File: src/rtl/demux_stream_sched.sv
// demux_stream_sched: packet-level 1:2 stream scheduler.
// One valid/ready input is steered to one of two lanes, each with a 1-deep
// registered output stage. The lane is chosen in IDLE and held until in_last.
// Optional feature macro: DEMUX_SCHED_RR_EN (mode=1 selects round-robin lane).
module demux_stream_sched #(
    parameter int DW = 8
) (
    input  logic          clk,
    input  logic          rst_n,
    input  logic          in_valid,
    output logic          in_ready,
    input  logic [DW-1:0] in_data,
    input  logic          in_dest,
    input  logic          in_last,
    input  logic          mode,
    output logic          out0_valid,
    input  logic          out0_ready,
    output logic [DW-1:0] out0_data,
    output logic          out0_last,
    output logic          out1_valid,
    input  logic          out1_ready,
    output logic [DW-1:0] out1_data,
    output logic          out1_last,
    output logic          busy,
    output logic [7:0]    pkt_cnt0,
    output logic [7:0]    pkt_cnt1
);

    typedef enum logic [1:0] {
        IDLE   = 2'd0,
        ROUTE0 = 2'd1,
        ROUTE1 = 2'd2
    } state_t;

    state_t state;
    logic   target;
    logic   acc0;
    logic   acc1;

`ifdef DEMUX_SCHED_RR_EN
    logic   rr_ptr;

    // Lane choice for the next packet: round-robin pointer or requested dest.
    always_comb begin
        target = mode ? rr_ptr : in_dest;
    end
`else
    // mode has no effect without round-robin support.
    logic   unused_mode;
    assign unused_mode = mode;

    // Lane choice for the next packet is always the requested dest.
    always_comb begin
        target = in_dest;
    end
`endif

    // Accept a beat only while routing, and only when the active stage can take it.
    always_comb begin
        // NOTE: every signal written here gets a default first, so no latch is inferred.
        in_ready = 1'b0;
        case (state)
            ROUTE0:  in_ready = !out0_valid || out0_ready;
            ROUTE1:  in_ready = !out1_valid || out1_ready;
            default: in_ready = 1'b0;
        endcase
        acc0 = in_valid && in_ready && (state == ROUTE0);
        acc1 = in_valid && in_ready && (state == ROUTE1);
        busy = (state != IDLE) || out0_valid || out1_valid;
    end

    // Route FSM, packet counters and both output stages.
    always_ff @(posedge clk or negedge rst_n) begin
        if (!rst_n) begin
            // NOTE: the output data registers are reset too, so a mid-packet reset drops held beats.
            state      <= IDLE;
            out0_valid <= 1'b0;
            out0_data  <= '0;
            out0_last  <= 1'b0;
            out1_valid <= 1'b0;
            out1_data  <= '0;
            out1_last  <= 1'b0;
            pkt_cnt0   <= 8'd0;
            pkt_cnt1   <= 8'd0;
`ifdef DEMUX_SCHED_RR_EN
            rr_ptr     <= 1'b0;
`endif
        end else begin
            // NOTE: state is updated with non-blocking assignments so all registers see pre-edge values.
            case (state)
                IDLE: begin
                    if (in_valid) begin
                        state <= target ? ROUTE1 : ROUTE0;
                    end
                end
                ROUTE0: begin
                    if (acc0 && in_last) begin
                        state    <= IDLE;
                        pkt_cnt0 <= pkt_cnt0 + 8'd1;
`ifdef DEMUX_SCHED_RR_EN
                        rr_ptr   <= !rr_ptr;
`endif
                    end
                end
                ROUTE1: begin
                    if (acc1 && in_last) begin
                        state    <= IDLE;
                        pkt_cnt1 <= pkt_cnt1 + 8'd1;
`ifdef DEMUX_SCHED_RR_EN
                        rr_ptr   <= !rr_ptr;
`endif
                    end
                end
                default: state <= IDLE;
            endcase

            // Lane 0 stage: load on accept, otherwise drain when the consumer takes it.
            if (acc0) begin
                out0_valid <= 1'b1;
                out0_data  <= in_data;
                out0_last  <= in_last;
            end else if (out0_ready) begin
                out0_valid <= 1'b0;
            end

            // Lane 1 stage: drains independently of which lane is active.
            if (acc1) begin
                out1_valid <= 1'b1;
                out1_data  <= in_data;
                out1_last  <= in_last;
            end else if (out1_ready) begin
                out1_valid <= 1'b0;
            end
        end
    end

endmodule

File: config.mk
export PLATFORM = sky130hd
export DESIGN_NAME = demux_stream_sched
export DESIGN_NICKNAME = d
export VERILOG_FILES = /design/src/rtl/demux_stream_sched.sv
export SDC_FILE = /design/constraint.sdc
export NUM_CORES = 1
export LEC_CHECK = 0
export ABC_AREA = 1
export CORE_MARGIN = 2
export CORE_UTILIZATION = 49
export CTS_BUF_LIST = sky130_fd_sc_hd__clkbuf_4
export DETAILED_ROUTE_END_ITERATION = 8
export PLACE_DENSITY_LB_ADDON = 0.1
export SKIP_LAST_GASP = 1
export SYNTH_ARGS = -nofsm -noshare
export SYNTH_HDL_FRONTEND = slang
export SYNTH_SLANG_ARGS = --single-unit
File: constraint.sdc
create_clock -name clk -period 1.5 [get_ports clk]
set_input_delay 0.375 -clock clk [delete_from_list [all_inputs] [get_ports clk]]
set_output_delay 0.375 -clock clk [all_outputs]
set_load 0.02 [all_outputs]
==> results.md, run 1 <==
- Avg Synthesized Cell Area: 8.07 µm²
- Routability cong.: 0.834
- Worst Path Required: 1.12 ns
- Worst Reg-to-Reg Cells: 11
- Routed WL per cell: 13.2 µm
- Initial antenna violation count: 0
- Post-CTS Hold Buffers: 0
- Worst reg2reg path endpoint: out1_data[1]$_DFFE_PN0P_
- Crit. End Element: primary output
- Most common cell after layout, fill and taps aside: nand2_1
- R2R setup slack: -0.27 ns
- Failing checks: negative setup slack
- CTS tree: done
- Final WS setup: -0.296 ns
- DR vias/cell: 4.79
- Vias: 1,790
- Flops & latches, synth: 38
- Die height: 65.1 µm
- Post-route DRC: 0
- Setup crit end: in_ready
- Final cycle utilization of the critical path: 1.20
- DIE WIDTH: 65.1 µm
- Routed WL: 4.94 mm
- Crit-path max FO: 3
- First-pass GRT wire length: 7.65 mm
- FF/Latch Area: 951 µm²
- Crit path kind: flip-flop to primary output
- Starting Density: 0.504
- Slew @ Worst Pin: 0.481 ns
- # fillers: 235
- P_leak: 1.64 nW
- Final Hold Violating Endpoints: 0
- Crit start category: flip-flop
- Power Dens Cells: 1740 nW/µm²
- Row count: 22
- Synth unique cells: 22
- Final Core Density: 0.824
- Worst skew pair latency: 0.36 ns
- H-tree depth: 2
- Ports: 54
- Worst hold path type: input port to asynchronous set/reset pin
- # Max-Cap Violations: 0
- Vias in the first global route: 1,720
- Slew margin rel.: 0.679
- Post-Route Skew: 0.00931 ns
- Reg2Reg Launch Point: state[1]$_DFFE_PN0P_
- Origin of the worst setup path: state[1]$_DFFE_PN0P_
- Count of pins over their slew limit: 0
- Layout overhead on the synthesized area: 63.5%
- Core Area: 3630 µm²
- Syn nets: 248
- Inserted Diodes: 0
- Leading post-synthesis cells by cell area: dfrtp_1 52%, nand2_1 23%, xor2_1 4.8%
- Syn Inst Count: 227
- Final setup fails: 40
- Total Routing Usage GR: 0.235
- Status: complete, but fails checks
- WP data arrival: 1.42 ns
- Fin crit period: 1.80 ns
- Clock buffer depth: 2
- TritonRoute pass-1 iters: 4
- Hpwl dp: 2.95 mm
- Sequential fraction of the synthesis area: 0.519
- Synthesized area: 1830 µm²
- Fraction of layout cells with a size suffix above 1: 0.298
- Die area: 4240 µm²
- Clock Sinks: 38
- VDD IR-drop max: 1.36 mV
- Port Buf Inserts: 52
- ANT nets after route: 0
- Fmax achieved: 0.557 GHz
- Yosys top cell area share: 0.519
- Multi-input gate area: 895 µm²
- Worst-path clk slew: 0.13 ns
- Root Buffer Master: clkbuf_4
- RSZ-0062 raised after global routing: true
- Synth area leader: dfrtp_1
- TritonCTS Buffers: 5
- Sum of negative setup slack: -7.39 ns
- Warnings, synthesis: 0
- Commonest non-fill, non-tap cells in the layout: 97 x nand2_1, 38 x dfrtp_1, 32 x buf_4, 18 x inv_1, 15 x clkdlybuf4s15_1
- Total gr overflow: 0
- Final nets: 346
- Largest net degree at the start of global routing: 39
- Initial DRC Count: 96
==> metrics by stage <==
stage | setup WS, ns | cell area (µm²) | std cells | power [mW] | hold slack, ns
after floorplan | 0.0105 | 1830 | 227 | 2.85 | 0.0794
after global placement | -0.601 | 2610 | 351 | 4.04 | 0.448
after detailed placement | -0.644 | 2610 | 351 | 4.10 | 0.449
after CTS | -0.282 | 2820 | 368 | 4.97 | 0.0510
after global routing | -0.361 | 2990 | 374 | 5.54 | 0.0692
final | -0.296 | 2990 | 374 | 5.21 | 0.0326
==> synthesized netlist by cell type (all sizes together) <==
master  instances
nand2         113
nor3            2
or2             2
o21ai           9
ha              5
dfrtp          38
a21oi           1
inv            24
buf             4
nor2           11
xor2           10
nand3           3
a21boi          1
nand4           4
==> logic make-up (layout without fill, tap and decap cells) <==
kind of cell | Yosys count | in the layout | synth area share
compound gates | 11 | 11 | 0.0314
xor+xnor | 10 | 10 | 0.0478
fa+ha+maj | 5 | 5 | 0.0342
buf+inv | 28 | 127 | 0.0676
flops | 38 | 38 | 0.519
simple gates | 135 | 135 | 0.300
==> power breakdown <==
group / switching (mW) / internal [mW] / total [mW]
Clock: 0.371 / 0.521 / 0.893
Sequential: 0.259 / 1.40 / 1.66
Combinational: 1.45 / 1.20 / 2.65
Total: 2.08 / 3.12 / 5.21
==> cell type report <==
| cell class | instances | share of cell area |
|---|---|---|
| Sequential cell | 38 | 0.318 |
| Multi-Input combinational cell | 161 | 0.299 |
| Timing Repair Buffer | 94 | 0.290 |
| Inverter | 24 | 0.0355 |
| Clock inverter | 3 | 0.0230 |
| Tap cell | 48 | 0.0201 |
| Clock buffer | 5 | 0.0125 |
| Timing Repair inverter | 1 | 0.00293 |
==> critical path, cell delays in order (launching register included) <==
cell      delay (ns)
dfrtp_1         0.43
inv_2           0.09
ha_4            0.27
a21boi_2        0.16
buf_6           0.13
==> sequential cells by signal, summed over array words and instances, names as in the netlist <==
register and cells:
out1_valid 1, out1_last 1, out1_data 8, out0_data 8, state 2, out0_last 1, pkt_cnt1 8, pkt_cnt0 8
out0_valid 1
==> layer usage <==
layer | GRT usage | vias to the layer above | wire (µm) | part of all wire
li1 | - | 881 | - | -
met1 | 0.294 | 845 | 2080 | 0.42
met2 | 0.390 | 54 | 2540 | 0.51
met3 | 0.0634 | 10 | 210 | 0.043
met4 | 0.0911 | 0 | 103 | 0.021
met5 | 0 | - | 0 | 0
==> how the worst min path moves through the flow <==
stage,start,end,depth (start not counted)
floorplan,rst_n,out0_data[0]$_DFFE_PN0P_,0
global placement,rst_n,out1_data[7]$_DFFE_PN0P_,2
detailed placement,rst_n,out1_data[7]$_DFFE_PN0P_,2
CTS,rst_n,out1_data[7]$_DFFE_PN0P_,2
global route,rst_n,out1_data[7]$_DFFE_PN0P_,2
finish,rst_n,out1_data[7]$_DFFE_PN0P_,2
==> what timing repair did <==
action	in CTS	in global routing
gates resized for setup	79	54
pin swaps	7	7
setup buffers	8	4
endpoints found under the hold margin	0	0
gates cloned	1	2
setup endpoints to repair	76	60
No activity file was read; power rests on OpenSTA's default activity.
==> inputs of run 2 (changes only) <==
--- a/config.mk
+++ b/config.mk
@@ -12,6 +12,7 @@
 export DETAILED_ROUTE_END_ITERATION = 8
 export PLACE_DENSITY_LB_ADDON = 0.1
 export SKIP_LAST_GASP = 1
+export SLEW_MARGIN = 30
 export SYNTH_ARGS = -nofsm -noshare
 export SYNTH_HDL_FRONTEND = slang
 export SYNTH_SLANG_ARGS = --single-unit
==> results of run 2 <==
Final layout, timing and power as in run 1 (identical DEF).
==> inputs of run 3 (changes only) <==
--- a/config.mk
+++ b/config.mk
@@ -7,10 +7,9 @@
 export LEC_CHECK = 0
 export ABC_AREA = 1
 export CORE_MARGIN = 2
-export CORE_UTILIZATION = 49
-export CTS_BUF_LIST = sky130_fd_sc_hd__clkbuf_4
+export CORE_UTILIZATION = 50
 export DETAILED_ROUTE_END_ITERATION = 8
-export PLACE_DENSITY_LB_ADDON = 0.1
+export PLACE_DENSITY_LB_ADDON = 0.05
 export SKIP_LAST_GASP = 1
 export SLEW_MARGIN = 30
 export SYNTH_ARGS = -nofsm -noshare
==> constraint.sdc (replaced) <==
create_clock -name clk -period 2.2 [get_ports clk]
set_input_delay 0.55 -clock clk [delete_from_list [all_inputs] [get_ports clk]]
set_output_delay 0.55 -clock clk [all_outputs]
set_load 0.02 [all_outputs]
==> run 3 against run 2 <==
  * The run now ends clean
  * Count of clock-buffer cells in the layout grew 1
  * Clock power fell by 32%
  * Register-to-register slack better by 0.82 ns
  * Total power down 37%
  * Combinational power fell by 43%
  * Critical path type is now input port to primary output
  * Critical endpoint unchanged
==> results.md, run 3 (same netlist as run 1, synthesis figures left out) <==
- Commonest non-fill, non-tap cells in the layout: 111 x nand2_1, 49 x clkdlybuf4s50_1, 38 x dfrtp_1, 23 x inv_1, 11 x buf_4
- Crit. End Element: primary output
- Fin area: 2560 µm² (-14%)
- Worst-path clk slew: 0.12 ns (about the same)
- Largest stage delay, worst path: 0.47 ns (+0.04 ns)
- Post-CTS Resized: 3 (-96%)
- Initial antenna violation count: 0 (unchanged)
- Routability cong.: 0.796 (-4.6%)
- Core Area: 3420 µm² (-6.0%)
- First-pass GRT wire length: 6.56 mm (-14%)
- Total Routing Usage GR: 0.203 (-0.0317)
- Worst skew pair latency: 0.34 ns (-0.02 ns)
- Dpl ws: -0.335 ns (+0.309 ns)
- FF/Latch Area: 951 µm² (unchanged)
- Final Core Density: 0.751 (-0.0735)
- Initial DRC Count: 85 (-11%)
- Final WS setup: 0.118 ns (+0.414 ns)
- Crit start category: input port
- Placed Cells: 332 (-5.4%)
- # fillers: 268 (+14%)
- DR vias/cell: 4.69 (-2.1%)
- Post-route DRC: 0 (unchanged)
- Die area: 4160 µm² (-1.9%)
- Count of pins over their slew limit: 0 (unchanged)
- Power Dens Cells: 1270 nW/µm² (-27%)
- Tot Pwr: 3.26 mW (-37%)
- Multi-input gate area: 759 µm² (-15%)
- Worst hold path type: input port to asynchronous set/reset pin
- Final Hold Violating Endpoints: 0 (unchanged)
- RSZ-0062 raised after global routing: false
- Starting Density: 0.536 (+0.0321)
- Slew @ Worst Pin: 0.461 ns (-0.0202 ns)
- Final nets: 314 (-9.2%)
- Routed WL per cell: 11.1 µm (-16%)
- # Post-CTS Setup Buffers: 0 (-8)
- Top delay family on crit path: buffers and inverters
- Placed cell areas: 2460 µm² (-5.9%)
- Post-route insts no fill: 340 (-9.1%)
- Clock buffer depth: 2 (unchanged)
- Port Buf Inserts: 52 (unchanged)
- Buf/Inv on CP: 3 (+1)
- H-tree depth: 2 (unchanged)
- Worst-path cell with the longest stage delay: clkdlybuf4s50_1
- DIE WIDTH: 64.5 µm (-0.94%)
- TritonRoute pass-1 iters: 4 (unchanged)
- CTS tree: done
- Row count: 21 (-4.5%)
- Vias in the first global route: 1,464 (-15%)
- Fmax achieved: 0.480 GHz
- P_leak: 1.36 nW (-17%)
- Fraction of layout cells with a size suffix above 1: 0.102 (-0.196)
- Largest net degree at the start of global routing: 39 (unchanged)
- Slew margin rel.: 0.693 (+0.0135)
- Root Buffer Master: clkbuf_4
- Inserted Diodes: 0 (unchanged)
- # Max-Cap Violations: 0 (unchanged)
- Post-Route Skew: 0.0121 ns (+0.00275 ns)
- Ports: 54 (unchanged)
- Most common cell after layout, fill and taps aside: nand2_1
- ANT nets after route: 0 (unchanged)
- Worst Path Required: 1.65 ns (+0.53 ns)
- Crit-path max FO: 2 (-1)
- Fin crit period: 2.08 ns
- VDD IR-drop max: 0.695 mV (-49%)
- WP data arrival: 1.53 ns (+0.11 ns)
- Layout overhead on the synthesized area: 40.0%
- CP Cell Sequence: clkdlybuf4s50_1 -> inv_1 -> nand2_2 -> nand2_1 -> a21boi_0 -> buf_2
- TritonCTS Buffers: 5 (unchanged)
- Total gr overflow: 0 (unchanged)
- Status: finished, final reports clean
- Clock Sinks: 38 (unchanged)
- Final setup fails: 0 (-100%)
- Die height: 64.5 µm (-0.94%)
- Crit path kind: input port to primary output
- Routed WL: 3.77 mm (-24%)
- Final cycle utilization of the critical path: 0.947
- Vias: 1,593 (-11%)
- Hpwl dp: 2.76 mm (-6.4%)
- Post-CTS Hold Buffers: 0 (unchanged)
## run 3: cell types whose count changed in the layout (fill, tap and decap cells not counted), sizes merged
| cell | before | now |
|---|---|---|
| clkinv | 2 | 0 |
| clkdlybuf4s50 | 13 | 49 |
| buf | 46 | 13 |
| clkinvlp | 1 | 0 |
| clkbuf | 11 | 6 |
| dlygate4sd2 | 14 | 1 |
| inv | 23 | 24 |
| clkdlybuf4s15 | 15 | 0 |
## run 3: layer usage
metal / share of wire / track usage / vias to the layer above
li1: - / - / 818
met1: 0.47 / 0.271 / 720
met2: 0.46 / 0.319 / 49
met3: 0.057 / 0.0573 / 6
met4: 0.014 / 0.0718 / 0
met5: 0 / 0 / -
## run 3: worst paths after layout
check                                    startpoint                       end  slack, ns  depth (start not counted)
min                                           rst_n  out1_data[6]$_DFFE_PN0P_       0.23                          2
max                                      out0_ready                  in_ready       0.12                          6
min reg2reg                out1_data[6]$_DFFE_PN0P_  out1_data[6]$_DFFE_PN0P_       0.49                          2
min in group clk           out1_data[6]$_DFFE_PN0P_  out1_data[6]$_DFFE_PN0P_       0.49                          2
max reg2reg                    state[1]$_DFFE_PN0P_   pkt_cnt0[2]$_DFFE_PN0P_       0.55                         10
max in group asynchronous                     rst_n      state[1]$_DFFE_PN0P_       1.64                          2
## run 3: final cells by class
| class | count | area share |
|---|---|---|
| sequential | 38 | 0.371 |
| multi-input combinational | 161 | 0.296 |
| inverter | 24 | 0.0361 |
| tap | 46 | 0.0224 |
| clock inverter | 2 | 0.0234 |
| timing repair buffer | 63 | 0.231 |
| clock buffer | 6 | 0.0200 |
## run 3: worst reg2reg max path: stages (launching register included)
cell and delay, ns:
dfrtp_1 0.41, inv_1 0.09, ha_2 0.20, nand2_1 0.07, buf_4 0.13, nand2_2 0.08, nand4_2 0.16, nor2_4 0.15
buf_4 0.16, nand2_1 0.05, o21ai_0 0.08
## run 3: power by group
| group | switching [mW] | internal [mW] | total, mW |
|---|---|---|---|
| combinational | 0.790 | 0.707 | 1.50 |
| clock | 0.226 | 0.385 | 0.611 |
| sequential | 0.195 | 0.957 | 1.15 |
## run 3: per-stage QoR
step | setup TNS, ns | hold slack (ns)
4_1_cts | -0.0400 | 0.235
3_5_place_dp | -0.335 | 0.465
6_report | 0 | 0.226
2_1_floorplan | 0 | 0.254
3_3_place_gp | -0.306 | 0.461
5_1_grt | 0 | 0.246
